$ cat src/rtl/adv7513_cfg_pkg.sv
// Shared definitions for the ADV7513 bring-up sequencer: FSM encoding,
// interrupt-clear defaults and the layout of a configuration ROM word.
package adv7513_cfg_pkg;

    localparam int unsigned STATE_W = 3;

    localparam logic [2:0] S_WAIT  = 3'd0;
    localparam logic [2:0] S_ISSUE = 3'd1;
    localparam logic [2:0] S_BUSY  = 3'd2;
    localparam logic [2:0] S_GAP   = 3'd3;
    localparam logic [2:0] S_DONE  = 3'd4;
    localparam logic [2:0] S_FAIL  = 3'd5;

    localparam logic [7:0] INT_CLR_REG_DEF = 8'h96;
    localparam logic [7:0] INT_CLR_VAL_DEF = 8'hC0;

    // ROM word is {reg_addr, data}
    localparam int unsigned CFG_W        = 16;
    localparam int unsigned CFG_REG_MSB  = 15;
    localparam int unsigned CFG_REG_LSB  = 8;
    localparam int unsigned CFG_DATA_MSB = 7;
    localparam int unsigned CFG_DATA_LSB = 0;

    typedef struct packed {
        logic [7:0] reg_addr;
        logic [7:0] data;
    } cfg_word_t;

    function automatic cfg_word_t cfg_unpack(input logic [CFG_W-1:0] word);
        cfg_word_t w;
        w.reg_addr = word[CFG_REG_MSB:CFG_REG_LSB];
        w.data     = word[CFG_DATA_MSB:CFG_DATA_LSB];
        return w;
    endfunction

endpackage

$ cat src/rtl/int_sync_edge.sv
// Two-flop synchroniser for an asynchronous status pin with a single-cycle
// falling-edge pulse taken from the synchronised level.
module int_sync_edge #(
    parameter logic IDLE_LEVEL = 1'b1
) (
    input  logic clk_i,
    input  logic rst_ni,
    input  logic async_i,
    output logic fall_c
);

    logic meta_q;
    logic sync_q;
    logic prev_q;

    always_ff @(posedge clk_i or negedge rst_ni) begin
        if (!rst_ni) begin
            meta_q <= IDLE_LEVEL;
            sync_q <= IDLE_LEVEL;
            prev_q <= IDLE_LEVEL;
        end else begin
            meta_q <= async_i;
            sync_q <= meta_q;
            prev_q <= sync_q;
        end
    end

    // Combinational so the FSM can act on the edge in the following cycle
    assign fall_c = prev_q & ~sync_q;

endmodule

$ cat src/rtl/adv7513_cfg_sequencer.sv
// ADV7513 bring-up sequencer: power-up wait, ROM walk through a req/done
// I2C write master with NACK retries, and re-configuration on HDMI_INT.
module adv7513_cfg_sequencer
    import adv7513_cfg_pkg::*;
#(
    parameter int unsigned NUM_OF_CONFIG  = 14,
    parameter int unsigned ADDR_WIDTH     = 4,
    parameter int unsigned STARTUP_CYCLES = 50000,
    parameter int unsigned RETRY_GAP      = 250,
    parameter int unsigned MAX_RETRY      = 3,
    parameter logic [7:0]  INT_CLR_REG    = INT_CLR_REG_DEF,
    parameter logic [7:0]  INT_CLR_VAL    = INT_CLR_VAL_DEF
) (
    input  logic                  CLK_I2C,
    input  logic                  RST_n,
    input  logic                  HDMI_INT,
    input  logic [15:0]           CONFIG,
    output logic [ADDR_WIDTH-1:0] config_addr,
    output logic                  wr_req,
    output logic [7:0]            wr_addr,
    output logic [7:0]            wr_data,
    input  logic                  wr_done,
    input  logic                  wr_nack,
    output logic                  ready,
    output logic                  error
);

    // One counter serves both the startup wait and the retry gap
    localparam int unsigned CNT_MAX = (STARTUP_CYCLES > RETRY_GAP) ? STARTUP_CYCLES : RETRY_GAP;
    localparam int unsigned CNT_W   = (CNT_MAX > 1) ? $clog2(CNT_MAX) : 1;
    localparam int unsigned RETRY_W = (MAX_RETRY > 0) ? $clog2(MAX_RETRY + 1) : 1;

    logic [STATE_W-1:0]    state_q, state_d;
    logic [CNT_W-1:0]      cnt_q, cnt_d;
    logic [ADDR_WIDTH-1:0] index_q, index_d;
    logic [RETRY_W-1:0]    retry_q, retry_d;
    logic                  clr_phase_q, clr_phase_d;
    logic                  int_pending_q, int_pending_d;
    logic                  wr_req_q, wr_req_d;
    logic [7:0]            wr_addr_q, wr_addr_d;
    logic [7:0]            wr_data_q, wr_data_d;
    logic                  ready_q, ready_d;
    logic                  error_q, error_d;

    logic                  int_fall_c;
    logic                  int_event_c;
    logic                  last_entry_c;
    cfg_word_t             cfg_c;

    int_sync_edge #(
        .IDLE_LEVEL (1'b1)
    ) u_int_sync (
        .clk_i   (CLK_I2C),
        .rst_ni  (RST_n),
        .async_i (HDMI_INT),
        .fall_c  (int_fall_c)
    );

    assign int_event_c  = int_pending_q | int_fall_c;
    assign last_entry_c = (index_q == ADDR_WIDTH'(NUM_OF_CONFIG - 1));
    assign cfg_c        = cfg_unpack(CONFIG);

    always_ff @(posedge CLK_I2C or negedge RST_n) begin
        if (!RST_n) begin
            state_q       <= S_WAIT;
            cnt_q         <= '0;
            index_q       <= '0;
            retry_q       <= '0;
            clr_phase_q   <= 1'b0;
            int_pending_q <= 1'b0;
            wr_req_q      <= 1'b0;
            wr_addr_q     <= '0;
            wr_data_q     <= '0;
            ready_q       <= 1'b0;
            error_q       <= 1'b0;
        end else begin
            state_q       <= state_d;
            cnt_q         <= cnt_d;
            index_q       <= index_d;
            retry_q       <= retry_d;
            clr_phase_q   <= clr_phase_d;
            int_pending_q <= int_pending_d;
            wr_req_q      <= wr_req_d;
            wr_addr_q     <= wr_addr_d;
            wr_data_q     <= wr_data_d;
            ready_q       <= ready_d;
            error_q       <= error_d;
        end
    end

    always_comb begin
        state_d       = state_q;
        cnt_d         = cnt_q;
        index_d       = index_q;
        retry_d       = retry_q;
        clr_phase_d   = clr_phase_q;
        int_pending_d = int_event_c;
        wr_req_d      = wr_req_q;
        wr_addr_d     = wr_addr_q;
        wr_data_d     = wr_data_q;
        ready_d       = ready_q;
        error_d       = error_q;

        case (state_q)
            S_WAIT: begin
                // The full sequence runs after power-up, so early events are dropped
                int_pending_d = 1'b0;
                if (cnt_q == CNT_W'(STARTUP_CYCLES - 1)) begin
                    cnt_d   = '0;
                    state_d = S_ISSUE;
                end else begin
                    cnt_d = cnt_q + CNT_W'(1);
                end
            end

            S_ISSUE: begin
                wr_req_d = 1'b1;
                if (clr_phase_q) begin
                    wr_addr_d = INT_CLR_REG;
                    wr_data_d = INT_CLR_VAL;
                end else begin
                    wr_addr_d = cfg_c.reg_addr;
                    wr_data_d = cfg_c.data;
                end
                state_d = S_BUSY;
            end

            S_BUSY: begin
                if (wr_done) begin
                    wr_req_d = 1'b0;
                    if (int_event_c) begin
                        // Abandon the walk; the clear write restarts it from index 0
                        clr_phase_d   = 1'b1;
                        retry_d       = '0;
                        int_pending_d = 1'b0;
                        state_d       = S_ISSUE;
                    end else if (!wr_nack) begin
                        retry_d = '0;
                        if (clr_phase_q) begin
                            clr_phase_d = 1'b0;
                            index_d     = '0;
                            state_d     = S_ISSUE;
                        end else if (last_entry_c) begin
                            ready_d = 1'b1;
                            state_d = S_DONE;
                        end else begin
                            index_d = index_q + ADDR_WIDTH'(1);
                            state_d = S_ISSUE;
                        end
                    end else if (retry_q < RETRY_W'(MAX_RETRY)) begin
                        retry_d = retry_q + RETRY_W'(1);
                        cnt_d   = '0;
                        state_d = S_GAP;
                    end else begin
                        error_d = 1'b1;
                        state_d = S_FAIL;
                    end
                end
            end

            S_GAP: begin
                if (cnt_q == CNT_W'(RETRY_GAP - 1)) begin
                    cnt_d   = '0;
                    state_d = S_ISSUE;
                    if (int_event_c) begin
                        clr_phase_d   = 1'b1;
                        retry_d       = '0;
                        int_pending_d = 1'b0;
                    end
                end else begin
                    cnt_d = cnt_q + CNT_W'(1);
                end
            end

            S_DONE, S_FAIL: begin
                if (int_event_c) begin
                    ready_d       = 1'b0;
                    error_d       = 1'b0;
                    clr_phase_d   = 1'b1;
                    retry_d       = '0;
                    int_pending_d = 1'b0;
                    state_d       = S_ISSUE;
                end
            end

            default: begin
                state_d = S_WAIT;
            end
        endcase
    end

    assign config_addr = index_q;
    assign wr_req      = wr_req_q;
    assign wr_addr     = wr_addr_q;
    assign wr_data     = wr_data_q;
    assign ready       = ready_q;
    assign error       = error_q;

endmodule

$ cat config.mk
export PLATFORM = sky130hd
export DESIGN_NAME = adv7513_cfg_sequencer
export DESIGN_NICKNAME = d
export VERILOG_FILES = /design/src/rtl/adv7513_cfg_pkg.sv /design/src/rtl/int_sync_edge.sv /design/src/rtl/adv7513_cfg_sequencer.sv
export SDC_FILE = /design/constraint.sdc
export NUM_CORES = 1
export LEC_CHECK = 0
export ABC_AREA = 1
export CORE_MARGIN = 2
export CORE_UTILIZATION = 57
export CTS_CLUSTER_DIAMETER = 120
export DETAILED_ROUTE_END_ITERATION = 10
export GPL_TIMING_DRIVEN = 0
export PLACE_DENSITY = 0.85
export SLEW_MARGIN = 20
export SYNTH_ARGS = -nofsm -noshare
export SYNTH_HDL_FRONTEND = slang
export SYNTH_SLANG_ARGS = --single-unit
$ cat constraint.sdc
create_clock -name CLK_I2C -period 3 [get_ports CLK_I2C]
set_input_delay 0.6 -clock CLK_I2C [delete_from_list [all_inputs] [get_ports CLK_I2C]]
set_output_delay 0.6 -clock CLK_I2C [all_outputs]
set_load 0.05 [all_outputs]
==> impl_metrics.yaml <==
placed_design:
  hpwl_um: 4160
  port_buffers: 43
  gp_congestion: 0.899
  dp_slack_ps: 891
sta:
  drv_slew: 0
  rsz0062_at_grt: "false"
  fin_crit_sh_pct: 73.7
  worst-slew-pin-transition_ps: 522
  finalHoldViolCount: 0
  fin_crit_ps: 2210
  setup_viol: 0
  fmax_mhz: 452
  clock_skew_ps: 8.58
  setup_ws_ps: 788
  maxSlewHeadroom_pct: 65.1
global_routing:
  overflow: 0
  grt_pass1_vias: 2337
  grtUsageTotal_pct: 24.4
  grt_pass1_wl_um: 10000
  antenna_found_initial: 0
  grt_max_degree: 33
logic_synthesis:
  synthesis.instances: 343
  synth_area_leaders: "dfrtp_1 (44%), nand2_1 (15%), nor2_1 (6.9%), nand3_1 (6.7%), inv_1 (4.3%)"
  seq_area_frac_synth_pct: 47.2
  syn_area_per_cell_um2: 7.60
  yosys.area.top_type: "dfrtp_1"
  ys_types: 30
  synth_top_area_share_pct: 44.1
  synth_area_um2: 2610
  yosys_warnings: 0
  yosys_register_bits: 49
  synth_nets: 369
route:
  drt-initial-drc-count: 127
  finalWirelength_um: 5540
  num_vias: 2384
  drc: 0
  first_pass_iters: 4
  routed_via_density: 5.33
  ant_nets: 0
  wl_per_cell_um: 12.4
setup_path:
  required_ps: 2400
  cp.buffers_inverters: 1
  cp_top_family: "buffers and inverters"
  endpoint_kind: "primary output"
  arrival_ps: 1610
  critPathSlowestCell: "clkdlybuf4s50_1"
  crit_fanout: 6
  critPathLaunchType: "flop"
  critical_path_class: "reg -> out"
  cp_cell_sequence: "clkdlybuf4s50_1"
  critPathMaxStageDelay_ps: 850
clock_network:
  cts_tree: "built"
  clock_latency_ps: 310
  htreeDepth: 2
  ctsLongestPathBuffers: 2
  root_buffer: "clkbuf_8"
  postCtsSetupRepairBufs: 0
  clock-sinks: 49
  cts_hold_buf: 0
  clkTransAtPathRegs_ps: 90
  cts_resized: 0
  cts_buffers: 5
floorplanning:
  initial_utilization_pct: 59.5
  rows: 24
  die_width_um: 71.6
  die_h_um: 71.6
  ios: 44
  fp.dieArea_um2: 5130
  coreArea_um2: 4380
final_layout:
  fin_util_pct: 73.1
  fin_nets: 420
  final_common_cell: "nand2_1"
  mostFrequentLayoutCells: "nand2_1 (105), nor2_1 (48), dfrtp_1 (46), clkdlybuf4s50_1 (42), nand3_1 (35)"
  drive_gt1_share_pct: 7.34
  diodes: 0
  areaGrowthSynthToFinish_pct: 22.9
pwr:
  vdd_drop_max_mv: 0.697
  leakage_nw: 1.60
  power_density_nw_per_um2: 946
flow_run:
  cap_violations: 0
run_status:
  run_status: "finished clean"
hold_path:
  hold_class: "in -> async"
==> area by class of cell <==
class | count | area (µm²)
Buffer | 7 | 51.3
Inverter | 33 | 124
Timing Repair Buffer | 44 | 445
Sequential cell | 49 | 1230
Clock inverter | 2 | 15.0
Fill cell | 344 | 1180
Tap cell | 52 | 65.1
Multi-Input combinational cell | 254 | 1200
Clock buffer | 6 | 72.6
==> sequential cells by signal, summed over array words and instances (netlist names), 2 cells and up <==
register,cells
cnt_q,16
wr_addr,8
wr_data,8
config_addr,4
state_q,3
retry_q,2
==> metal layers <==
metal / part of all wire, % / vias up / track usage (%)
li1: - / 1203 / -
met5: 0 / - / 0
met2: 49 / 66 / 40.8
met4: 1.5 / 0 / 8.39
met1: 44 / 1106 / 30.9
met3: 6.3 / 9 / 6.33
==> stage by stage <==
step	instances	power [W]	area, µm²	setup TNS (ps)	hold WS [ps]
floorplan	343	0.00215	2610	0	304
global placement	438	0.00260	3100	-3450	346
detailed placement	439	0.00265	3120	0	350
CTS	447	0.00305	3210	0	221
global route	447	0.00324	3210	0	254
finish	447	0.00303	3210	0	214
==> power breakdown <==
group          internal, W  switching, W  leakage (nW)  total, W
registers         0.000850      0.000158         0.632   0.00101
logic             0.000537       0.00110         0.926   0.00163
clock network     0.000164      0.000224        0.0374  0.000389
==> path summary, 6_finish.rpt <==
kind                                             startpoint                          end  slack, ps  cells past startpoint
min in group CLK_I2C            u_int_sync.meta_q$_DFF_PN1_  u_int_sync.sync_q$_DFF_PN1_        370                      0
worst min register to register  u_int_sync.meta_q$_DFF_PN1_  u_int_sync.sync_q$_DFF_PN1_        370                      0
worst max register to register       state_q[2]$_DFFE_PN0P_       retry_q[0]$_DFFE_PN0P_       1300                      9
worst max-delay path             config_addr[0]$_DFFE_PN0P_               config_addr[0]        790                      1
worst min-delay path                                  RST_n   config_addr[1]$_DFFE_PN0P_        210                      1
max in group asynchronous                             RST_n  u_int_sync.meta_q$_DFF_PN1_       2200                      2
==> Yosys cell counts, drive strengths merged <==
| cell type | count |
|---|---|
| a21oi | 15 |
| ha | 5 |
| xor2 | 1 |
| nor2 | 51 |
| a31oi | 2 |
| a21boi | 1 |
| or2 | 1 |
| nand2 | 109 |
| nand3 | 36 |
| dfrtp | 46 |
| dfstp | 3 |
| buf | 5 |
| o31ai | 3 |
| nand4 | 5 |
| clkbuf | 2 |
| o21a | 1 |
| o21ai | 18 |
| nand3b | 1 |
| xnor2 | 1 |
| inv | 33 |
| nor3 | 2 |
| o211ai | 2 |
==> cell families after synthesis <==
family	Yosys count	synth area share, %
DFF	49	47.2
xor gates and xnor gates	2	0.672
buffers and inverters	40	6.72
adders and majority gates	5	2.40
and+or+nand+nor	205	34.2
AOI/OAI and AO/OA	42	8.83
No activity file was read; power rests on OpenSTA's default activity.
==> RTL edit 1 (same flow settings) <==
`wr_addr_q` no longer has a reset.
--- a/src/rtl/adv7513_cfg_sequencer.sv
+++ b/src/rtl/adv7513_cfg_sequencer.sv
@@ -69,7 +69,6 @@
             clr_phase_q   <= 1'b0;
             int_pending_q <= 1'b0;
             wr_req_q      <= 1'b0;
-            wr_addr_q     <= '0;
             wr_data_q     <= '0;
             ready_q       <= 1'b0;
             error_q       <= 1'b0;
@@ -81,11 +80,14 @@
             clr_phase_q   <= clr_phase_d;
             int_pending_q <= int_pending_d;
             wr_req_q      <= wr_req_d;
-            wr_addr_q     <= wr_addr_d;
             wr_data_q     <= wr_data_d;
             ready_q       <= ready_d;
             error_q       <= error_d;
         end
+    end
+
+    always_ff @(posedge CLK_I2C) begin
+        wr_addr_q <= wr_addr_d;
     end
 
     always_comb begin
Check against the original RTL: no difference found for any inputs over 10 cycles, from zero or initial values and one cycle with RST_n low; that may be too few to reach the edited logic, so the function may still have changed.
==> RTL edit 1 against the unedited design <==
  * Sequential share of layout area down 2.1 points
  * Area after synthesis rose by 9.9%
  * Worst setup slack better by 18 ps
  * Global-route usage rose by 1.5 points
  * Sequential cell count stayed put
  * Routed wire length grew 23%
  * Highest routed layer unchanged
  * Cell area up 9.1%
Power is not compared: it rests on default switching activity, and its combinational part moved more than twofold at a synthesized area within 25%.
==> RTL edit 1: results (changes against the unedited design) <==
* Area occupied by multi-input gates at 1360 um^2 (+13%)
* Asr flop ratio synth at 0.837 (-0.163)
* Via count at 2723 (+14%)
* Clk_skew at 14.9 ps (+6.31 ps)
* Vias in the first global route at 2523 (+8.0%)
* DR vias/cell at 5.29 (-0.86%)
* Crit path DAT at 1590 ps (-20 ps)
* Outcome: completed
* EDFF count, synth at 8 (+8)
* Fraction of area in multi-input gates at 0.390 (+0.0145)
* Layout cells sized above 1 at 0.0826 (+0.00917)
* Signal buffers at 50 (-2.0%)
* Fillcell total at 395 (+15%)
* Routability cong. at 0.972 (+8.0%)
* Sequential Area at 1270 um^2 (+3.3%)
* Comb_multi_in at 290 (+14%)
* Max FO, Critical Path at 6 (unchanged)
* First-pass detailed-route iteration total at 5 (+1)
* First-pass GRT wire length at 11200 um (+11%)
* Iteration-0 DRC Markers at 209 (+65%)
* Peak supply drop at 0.244 mV
* Pin count of the biggest net entering global routing at 23 (-30%)
* Final clock-cell share at 0.0272 (-0.000131)
* # nets final at 473 (+13%)
* Placed Cells incl. Taps at 507 (+15%)
* Inverters at 51 (+55%)
* Top cells by area, synth: dfrtp_1, nand2_1, edfxtp_1
* Routed WL at 6820 um (+23%)
* Dpl cell area at 3400 um^2 (+9.1%)
* Total track usage at 0.259 (+0.0150)
* Commonest cells post-synth: nand2_1, nor2_1, inv_1, nand3_1, dfrtp_1
* Post-synthesis cell type count at 32 (+6.7%)
* Dpl hpwl at 5190 um (+25%)
* NonClk Buf Share at 0.141 (-0.0136)
* Dpl ws at 762 ps (-129 ps)
* Sequential share of the synthesized area at 0.443 (-0.0285)
* Input/output buffers at 43 (unchanged)
* Num rows at 25 (+4.2%)
* Synthesized instance count at 396 (+15%)
* Slew HR at 0.637 (-0.0139)
==> RTL edit 1: worst paths after layout <==
check,slack (ps),startpoint,endpoint,cells after the start
max,810,config_addr[2],config_addr[2],1
min,240,RST_n,cnt_q[13],1
max reg2reg,1140,u_int_sync.sync_q,cnt_q[11],10
min reg2reg,360,u_int_sync.meta_q,u_int_sync.sync_q,0
max in group asynchronous,2280,RST_n,config_addr[1],2
min in group CLK_I2C,360,u_int_sync.meta_q,u_int_sync.sync_q,0
==> RTL edit 1: kinds of logic (layout without fill, tap and decap cells) <==
kind of cell	count (synthesis)	count (layout)	share of synthesized area
simple gates	252	252	0.385
compound gates	28	28	0.0533
flops	49	49	0.443
xor+xnor	5	5	0.0153
buf+inv	57	109	0.0812
fa+ha+maj	5	5	0.0218
==> RTL edit 1: metal layers <==
metal	global-route usage	vias up	share of wire
met2	0.417	74	0.50
met1	0.358	1278	0.44
li1	-	1360	-
met5	0	-	0
met3	0.0509	11	0.050
met4	0.0774	0	0.015
==> RTL edit 2 (same flow settings) <==
Without the edit above. `IDLE_LEVEL` is set to 1'b1 in 2 places; all go to 1'b0.
--- a/src/rtl/int_sync_edge.sv
+++ b/src/rtl/int_sync_edge.sv
@@ -1,7 +1,7 @@
 // Two-flop synchroniser for an asynchronous status pin with a single-cycle
 // falling-edge pulse taken from the synchronised level.
 module int_sync_edge #(
-    parameter logic IDLE_LEVEL = 1'b1
+    parameter logic IDLE_LEVEL = 1'b0
 ) (
     input  logic clk_i,
     input  logic rst_ni,
--- a/src/rtl/adv7513_cfg_sequencer.sv
+++ b/src/rtl/adv7513_cfg_sequencer.sv
@@ -48,7 +48,7 @@
     cfg_word_t             cfg_c;
 
     int_sync_edge #(
-        .IDLE_LEVEL (1'b1)
+        .IDLE_LEVEL (1'b0)
     ) u_int_sync (
         .clk_i   (CLK_I2C),
         .rst_ni  (RST_n),
Function: same outputs for any inputs over 10 cycles, from zero or initial values and one cycle with RST_n low; that may be too few to reach the edited logic, so the function may still have changed.
==> RTL edit 2 against the unedited design <==
  * Power rose by 3.0%
  * Routed wire length fell by 1.0%
  * Worst setup slack improved by 24 ps
  * Final cell count did not move
  * Area after synthesis fell by 0.14%
  * Highest routed layer unchanged
  * Sequential cell count did not move
  * Clock skew fell by 5.0 ps
  * Cell area rose by 0.90%
  * Sequential share of layout area fell by 0.46 points
==> RTL edit 2: results (changes against the unedited design) <==
* Outcome: completed
* GRT met1 Usage at 0.311 (+0.00163)
* Routability cong. at 0.870 (-3.3%)
* Dpl ws at 911 ps (+19.8 ps)
* Grt met2 use at 0.404 (-0.00412)
* P_sw at 1470 uW (-0.93%)
* Iteration-0 DRC Markers at 154 (+21%)
* TritonCTS buffer count at 5 (unchanged)
* Pin count of the biggest net entering global routing at 32 (-3.0%)
* Commonest cells post-synth: nand2_1, dfrtp_1, nor2_1, nand3_1, inv_1
* Min Hold Slack at 229 ps (+15.5 ps)
* Sequential share of the synthesized area at 0.471 (-0.000762)
* Post-synthesis cell type count at 29 (-3.3%)
* Vias in the first global route at 2310 (-1.2%)
* Pleak at 0.00162 uW (+1.5%)
* Avg Inst Size Synth at 7.59 um^2 (-0.14%)
* Peak supply drop at 0.629 mV (-9.8%)
* Total track usage at 0.240 (-0.00389)
* Worst Max-Slew Pin Slew at 520 ps (-1.60 ps)
* Layout cells sized above 1 at 0.0684 (-0.00506)
* Clk_skew at 3.55 ps (-5.03 ps)
* Met3 global-route usage at 0.0591 (-0.00422)
* WL met3 at 321 um (-8.3%)
* # nets final at 420 (unchanged)
* First-pass GRT wire length at 9860 um (-1.6%)
* Routed wl met2 at 2570 um (-4.4%)
* Pwr/cell area at 965 nW/um^2 (+2.1%)
-- RTL edit 2: cell count changes after synthesis, sizes merged --
cell   change
dfstp      -3
dfrtp      +3
-- RTL edit 2: layout make-up --
class                   count  area share
clock inverters             2      0.0116
clock buffers               6      0.0255
multi-input cells         254       0.372
flip-flops and latches     49       0.379
repair buffers             44       0.138
well taps                  52      0.0201
inverters                  33      0.0383
plain buffers               7      0.0159
-- RTL edit 2: logic make-up (layout without fill, tap and decap cells) --
| family | after synthesis | after routing | synth area share |
|---|---|---|---|
| adders and majority gates | 5 | 5 | 0.0240 |
| and+or+nand+nor | 205 | 205 | 0.343 |
| xor gates and xnor gates | 2 | 2 | 0.00673 |
| DFF | 49 | 49 | 0.471 |
| buffers and inverters | 40 | 92 | 0.0673 |
| AOI/OAI and AO/OA | 42 | 42 | 0.0884 |
-- RTL edit 2: per-stage QoR --
stage                     power, uW  TNS, ps
after global placement         2600    -1980
after global routing           3350        0
after CTS                      3150        0
final                          3120        0
after detailed placement       2640        0
after floorplan                2150        0
